[src/rtl/imm_pkg.sv]
`default_nettype none
// ============================================================================
//  Module      : imm_pkg
//  Description : Shared mode encodings and field widths for the immediate
//                generation pipe.
//  Revision    : 1.0
// ============================================================================
package imm_pkg;

    localparam logic [2:0] MODE_SIMM13 = 3'b000;
    localparam logic [2:0] MODE_DISP22 = 3'b001;
    localparam logic [2:0] MODE_DISP30 = 3'b010;
    localparam logic [2:0] MODE_SETHI  = 3'b011;
    localparam logic [2:0] MODE_PASS   = 3'b100;
    localparam logic [2:0] MODE_UIMM13 = 3'b101;

    localparam int c_simm13_w = 13;
    localparam int c_disp22_w = 22;
    localparam int c_disp30_w = 30;

endpackage
`default_nettype wire

[src/rtl/imm_extract_core.sv]
`default_nettype none
// ============================================================================
//  Module      : imm_extract_core
//  Description : Combinational field select and sign/zero extension of an
//                instruction word to DATA_W bits.
//  Revision    : 1.0
// ============================================================================
module imm_extract_core
    import imm_pkg::*;
#(
    parameter int DATA_W = 32
) (
    input  logic [31:0]       i_ir,
    input  logic [2:0]        i_mode,
    output logic [DATA_W-1:0] o_imm,
    output logic              o_illegal
);

    // Size casts of signed operands sign-extend; shifts happen at DATA_W.
    always_comb begin
        o_imm     = '0;
        o_illegal = 1'b0;
        case (i_mode)
            MODE_SIMM13: o_imm = DATA_W'($signed(i_ir[c_simm13_w-1:0]));
            MODE_DISP22: o_imm = DATA_W'($signed(i_ir[c_disp22_w-1:0])) << 2;
            MODE_DISP30: o_imm = DATA_W'($signed(i_ir[c_disp30_w-1:0])) << 2;
            MODE_SETHI:  o_imm = DATA_W'({i_ir[c_disp22_w-1:0], 10'b0});
            MODE_PASS:   o_imm = DATA_W'($signed(i_ir));
            MODE_UIMM13: o_imm = DATA_W'(i_ir[c_simm13_w-1:0]);
            default:     o_illegal = 1'b1;
        endcase
    end

endmodule
`default_nettype wire

[src/rtl/imm_extend_pipe.sv]
`default_nettype none
// ============================================================================
//  Module      : imm_extend_pipe
//  Description : Two-stage valid/ready immediate generator between IR decode
//                and the ALU B-operand / branch-target adder.
//  Revision    : 1.0
// ============================================================================
module imm_extend_pipe
    import imm_pkg::*;
#(
    parameter int DATA_W  = 32,
    parameter int REG_OUT = 1
) (
    input  logic              clk,
    input  logic              reset,
    input  logic              in_valid,
    output logic              in_ready,
    input  logic [31:0]       in_ir,
    input  logic [2:0]        in_mode,
    output logic              out_valid,
    input  logic              out_ready,
    output logic [DATA_W-1:0] out_imm,
    output logic              out_illegal
);

    logic              r_s1_valid;
    logic [31:0]       r_s1_ir;
    logic [2:0]        r_s1_mode;
    logic [DATA_W-1:0] w_imm;
    logic              w_illegal;
    logic              w_s2_adv;
    logic              w_s1_adv;

    assign w_s2_adv = !out_valid || out_ready;
    assign w_s1_adv = !r_s1_valid || w_s2_adv;
    assign in_ready = w_s1_adv;

    // Data registers only load on a real transfer so idle bus values never leak in.
    always_ff @(posedge clk) begin
        if (reset) begin
            r_s1_valid <= 1'b0;
            r_s1_ir    <= '0;
            r_s1_mode  <= '0;
        end else if (w_s1_adv) begin
            r_s1_valid <= in_valid;
            if (in_valid) begin
                r_s1_ir   <= in_ir;
                r_s1_mode <= in_mode;
            end
        end
    end

    imm_extract_core #(
        .DATA_W (DATA_W)
    ) u_core (
        .i_ir      (r_s1_ir),
        .i_mode    (r_s1_mode),
        .o_imm     (w_imm),
        .o_illegal (w_illegal)
    );

    generate
        if (REG_OUT != 0) begin : g_reg_out
            logic              r_out_valid;
            logic [DATA_W-1:0] r_out_imm;
            logic              r_out_illegal;

            always_ff @(posedge clk) begin
                if (reset) begin
                    r_out_valid   <= 1'b0;
                    r_out_imm     <= '0;
                    r_out_illegal <= 1'b0;
                end else if (w_s2_adv) begin
                    r_out_valid <= r_s1_valid;
                    if (r_s1_valid) begin
                        r_out_imm     <= w_imm;
                        r_out_illegal <= w_illegal;
                    end
                end
            end

            assign out_valid   = r_out_valid;
            assign out_imm     = r_out_imm;
            assign out_illegal = r_out_illegal;
        end else begin : g_comb_out
            assign out_valid   = r_s1_valid;
            assign out_imm     = w_imm;
            assign out_illegal = w_illegal;
        end
    endgenerate

endmodule
`default_nettype wire
[config.mk]
export PLATFORM = sky130hd
export DESIGN_NAME = imm_extend_pipe
export DESIGN_NICKNAME = d
export VERILOG_FILES = /design/src/rtl/imm_pkg.sv /design/src/rtl/imm_extract_core.sv /design/src/rtl/imm_extend_pipe.sv
export SDC_FILE = /design/constraint.sdc
export NUM_CORES = 1
export LEC_CHECK = 0
export ABC_CLOCK_PERIOD_IN_PS = 1750
export BUFFER_PORTS_ARGS = -buffer_cell sky130_fd_sc_hd__buf_2
export CAP_MARGIN = 20
export CORE_MARGIN = 2
export CORE_UTILIZATION = 48
export CTS_CLUSTER_SIZE = 16
export DETAILED_ROUTE_END_ITERATION = 10
export PLACE_DENSITY = 0.77
export SETUP_SLACK_MARGIN = 0.4
export SLEW_MARGIN = 20
export SYNTH_ARGS = -nofsm -noshare
export SYNTH_HDL_FRONTEND = slang
export SYNTH_SLANG_ARGS = --single-unit
[constraint.sdc]
create_clock -name clk -period 1.75 [get_ports clk]
set_clock_uncertainty 0.15 [all_clocks]
set_input_delay 0 -clock clk [delete_from_list [all_inputs] [get_ports clk]]
set_output_delay 0 -clock clk [all_outputs]
set_load 0.005 [all_outputs]
-- After elaboration in Yosys (flattened, before gate mapping)
Index checks and enable logic that the tools add are counted.
- output and inout bits: 35
- logic and storage cells: 21
- bits in registers: 70
- reductions and logical operators: 8
- equality and inequality tests: 5
- mux-type cells: 2
- operators by type and width (kind ; number):
    32-bit one-hot mux with 6 select lines ; 1
    3-bit by 2-bit equality test with 1-bit output (second input constant) ; 2
    3-bit equality test (second input constant) ; 2
    6-bit OR reduction ; 1
    2-bit AND reduction ; 2
    3-bit by 1-bit equality test with 1-bit output (second input constant) ; 1
    3-bit zero test ; 1
    1-bit zero test ; 2
    1-bit logical OR ; 2
    1-bit 2-to-1 mux ; 1

-- Logic depth before layout (Yosys ltp)
- depth in word-level cells: 4
- depth in mapped cells: 7

-- Hierarchy
Synthesis repeated with hierarchy kept, for this count alone.
- cell total of the unflattened synthesis: 447
- area, all modules: 3766.1 µm²
- by module, submodules not included (module ; area each (µm²) ; sequential area each (µm²) ; cells an instance ; times used):
    imm_extend_pipe ; 2930.3 ; 1401.3 ; 312 ; 1
    imm_extract_core ; 835.8 ; 0.0 ; 135 ; 1

-- Worst setup path before layout
No wires, ideal clock.
- kind: register to register
- from: register r_s1_mode[0]
- to: register g_reg_out.r_out_imm[30] (netlist: out_imm[30])
- arrival time: 1.376 ns
- path buffers: 2
- slack: 0.093 ns
- stages on the path, launching flop included: 7
- path through: dfxtp_1 > buf_4 > buf_2 > mux2i_1 > nor2_1 > a2111oi_0 > nor3_1
- cells in the longest elaborated chain, start to end: 2
- elaborated cells between the ends (all ways): 7
- classes of those cells: 5 x eq/ne; 1 x mux; 1 x reduce/logical
- RTL lines (element ; RTL line ; source):
    start, declared ; imm_extend_pipe.sv:28 ; logic [2:0] r_s1_mode;
    start signal, assigned ; imm_extend_pipe.sv:48 ; r_s1_mode <= in_mode;
    3-bit equality test (tied with other cells) ; imm_extract_core.sv:23 ; case (i_mode)
    32-bit one-hot mux with 6 select lines * ; imm_extract_core.sv:23 ;
    end signal, assigned ; imm_extend_pipe.sv:76 ; r_out_imm <= w_imm;
    end, declared ; imm_extend_pipe.sv:65 ; logic [DATA_W-1:0] r_out_imm;
Every way passes the cells marked *; elsewhere a longest branch is shown, timed or not.
A chain may end at the register's enable or synchronous reset.

-- Worst setup path in the final report
- from: register r_s1_mode[0]
- to: register g_reg_out.r_out_imm[12] (netlist: out_imm[12])
The elaborated chain is that of the path after synthesis.

==> results.yml <==
synth:
  synthesis.area_mm2: 0.003149
  syn_inst: 390
  ys_seq_area_frac: 0.4450
  synth_cell_type_count: 36
  yosysWarnings: 0
  synth_edf_count: 0
  synth_ff_type: "dfxtp_1"
  synth_nets: 429
  synthArstFlopShare: 0
  avgSynthCellArea_um2: 8.075
  ys_ff_latch: 70
finish:
  fin_nets: 567
  fin_cells: 610
  area_growth_pct: 59.87
  drive_above_1_share: 0.4053
  final_area_mm2: 0.005035
  fin_util: 0.7929
  diodes: 0
detailed_routing:
  wl_met3_um: 1491
  vias_per_cell: 6.148
  detail_route.wl_per_cell_um: 20.49
  route.met2.wl_um: 5765
  drtPass1Iterations: 8
  drt_iter0_drc: 580
  drc: 0
  vias: 3750
  wl_um: 12500
  highest_layer: "met4"
  drtAntennaViolNets: 0
  wl_met1_um: 4622
sta:
  period_share: 1.002
  hold_viol: 0
  post-route-min-period_ns: 1.754
  fin_tns_setup_ns: -0.004247
  slew-limit-headroom: 0.6975
  fin_hold_ws_ns: 0.002783
  setup_slack_ns: -0.004247
  rsz0062_at_grt: "yes"
  setup_violations: 1
  fmax_mhz: 570.0
  slew_viol_final: 0
  worst_pin_slew_ns: 0.4521
floorplan:
  core_area_mm2: 0.006350
  placementRows: 29
  ios: 74
  die_y_um: 85
  design.die.area_mm2: 0.007225
  initial_core_util: 0.4960
  die_x_um: 85
global_route:
  grt_antenna_before_repair: 0
  grt_pass1_wl_um: 17130
  track_usage: 0.3048
  grt_pass1_vias: 3485
  grt_overflow: 0
  grt_max_degree: 37
status:
  status: "finished with violations"
  failed_checks: "negative setup slack"
worst_setup_path:
  r2r-end: "out_imm[12]"
  required_ns: 1.83
  rrSetupSlack_ns: -0.004
  path_max_fanout: 6
  r2r-start: "r_s1_mode[0]"
  cp-start-kind: "flip-flop"
  critPathKind: "reg -> reg"
  critPathCapture: "out_imm[12]"
  crit_start: "r_s1_mode[0]"
  reg2reg_depth: 6
  cp-end-kind: "flip-flop"
  arrival_ns: 1.83
power_and_ir_drop:
  power_per_cell_area_mw_per_mm2: 733.8
  p_leak_nw: 2.049
  worst_ir_drop_vdd_mv: 0.7452
cts:
  cts-buffers-inserted: 9
  cts_tree: "done"
  clock_sinks: 70
  cts_max_level: 3
  cts_root_buffer: "clkbuf_8"
  clkTransAtPathRegs_ns: 0.07
  clk_latency_ns: 0.36
  clockBufferDepth: 2
place:
  io_buffer_count: 73
  hpwl_um: 5964
  placed_cell_area_mm2: 0.003689
  gp_congestion: 0.9162
  dp_cells: 524
hold_path:
  holdCritPathClass: "in -> reg"
run:
  cap_violations: 0
==> metrics by stage <==
| stage | power [mW] | worst slack [ns] |
|---|---|---|
| detailed placement | 2.223 | 0.05038 |
| finish | 3.695 | -0.004247 |
| CTS | 3.540 | 0.1531 |
| global placement | 2.209 | 0.09918 |
| floorplan | 2.079 | 0.1620 |
| global route | 3.828 | -0.03521 |
==> what timing repair did <==
action / in CTS / in global routing
buffers inserted: 12 / 11
endpoints found under the setup margin: 67 / 69
hold buffers: 37 / 0
pin swaps: 27 / 22
gates resized for setup: 54 / 48
endpoints found under the hold margin: 46 / 0
gates cloned: 9 / 1
==> worst max-delay path, stage by stage, from the launching register on <==
cell,delay (ns)
dfxtp_4,0.39
xor2_4,0.22
buf_4,0.15
buf_4,0.14
a22o_1,0.17
a222oi_1,0.30
nor3_1,0.09
==> cells in the final DEF (no fill, tap or decap), drive strengths merged <==
cell / instances
buf: 121
a311oi: 7
dfxtp: 70
nand3b: 10
o21ai: 18
a221oi: 1
nor2b: 1
dlygate4sd3: 37
xor2: 1
nand2b: 7
nand2: 96
mux2: 1
inv: 4
clkbuf: 15
nor2: 6
a32o: 3
and2: 2
a211oi: 1
nand3: 12
a21oi: 78
mux2i: 8
clkinv: 1
a2111oi: 1
nor3b: 1
and2b: 1
or3b: 1
nor3: 8
o2bb2ai: 6
a22oi: 8
a22o: 3
a222oi: 4
==> kinds of logic (layout without fill, tap and decap cells) <==
family,after synthesis,after routing,synth area share
mux,9,9,0.02900
buf+inv,37,178,0.05403
simple gates,143,145,0.2062
compound gates,130,130,0.2571
xor+xnor,1,1,0.008742
flops,70,70,0.4450
==> report_power, final <==
part	total, mW	switching [mW]	internal, mW
registers	1.76	0.100	1.66
clock network	1.15	0.591	0.555
logic	0.789	0.389	0.399
total	3.69	1.08	2.61
==> metal layers <==
metal	global-route usage	vias up
li1	-	1660
met3	0.08171	67
met1	0.3784	1725
met2	0.5014	298
met4	0.1255	0
met5	0	-
==> area by class of cell <==
| cell class | count | area, µm² |
|---|---|---|
| clock buffers | 15 | 156.4 |
| well taps | 77 | 96.34 |
| clock inverters | 1 | 5.005 |
| fillers | 347 | 1315 |
| repair buffers | 158 | 1426 |
| inverters | 4 | 15.01 |
| multi-input cells | 285 | 1918 |
| flip-flops and latches | 70 | 1418 |
==> worst min-delay path by stage <==
stage	startpoint	to	slack, ns	cells after the start
6_report	out_ready	out_valid	0.003	4
5_1_grt	out_ready	out_valid	0.03	4
4_1_cts	out_ready	out_valid	-0.04	4
3_5_place_dp	in_ir[18]	r_s1_ir[18]	0.1	3
3_3_place_gp	in_ir[27]	r_s1_ir[27]	0.09	3
2_1_floorplan	in_mode[1]	r_s1_mode[1]	-0.02	2
==> cells in the mapped netlist, types with 3 or more instances <==
master | instances | area (µm²)
a21oi_1 | 77 | 385.4
a222oi_1 | 4 | 40.04
a22o_1 | 3 | 26.28
a22oi_1 | 8 | 60.06
a311oi_1 | 3 | 26.28
a311oi_2 | 4 | 60.06
a32o_1 | 3 | 30.03
buf_2 | 7 | 35.03
buf_4 | 4 | 30.03
clkbuf_1 | 19 | 71.32
dfxtp_1 | 70 | 1401
mux2i_1 | 8 | 80.08
nand2_1 | 96 | 360.4
nand2b_1 | 5 | 31.28
nand3_1 | 12 | 60.06
nand3b_1 | 10 | 75.07
nor2_1 | 6 | 22.52
nor3_1 | 7 | 35.03
o21ai_1 | 18 | 90.09
o2bb2ai_1 | 6 | 52.55
==> state kept, by name, summed over array words and instances, names as in the netlist <==
register,count
r_s1_ir,32
out_valid,1
out_illegal,1
r_s1_mode,3
r_s1_valid,1
out_imm,32
(Power assumes the default switching activity.)
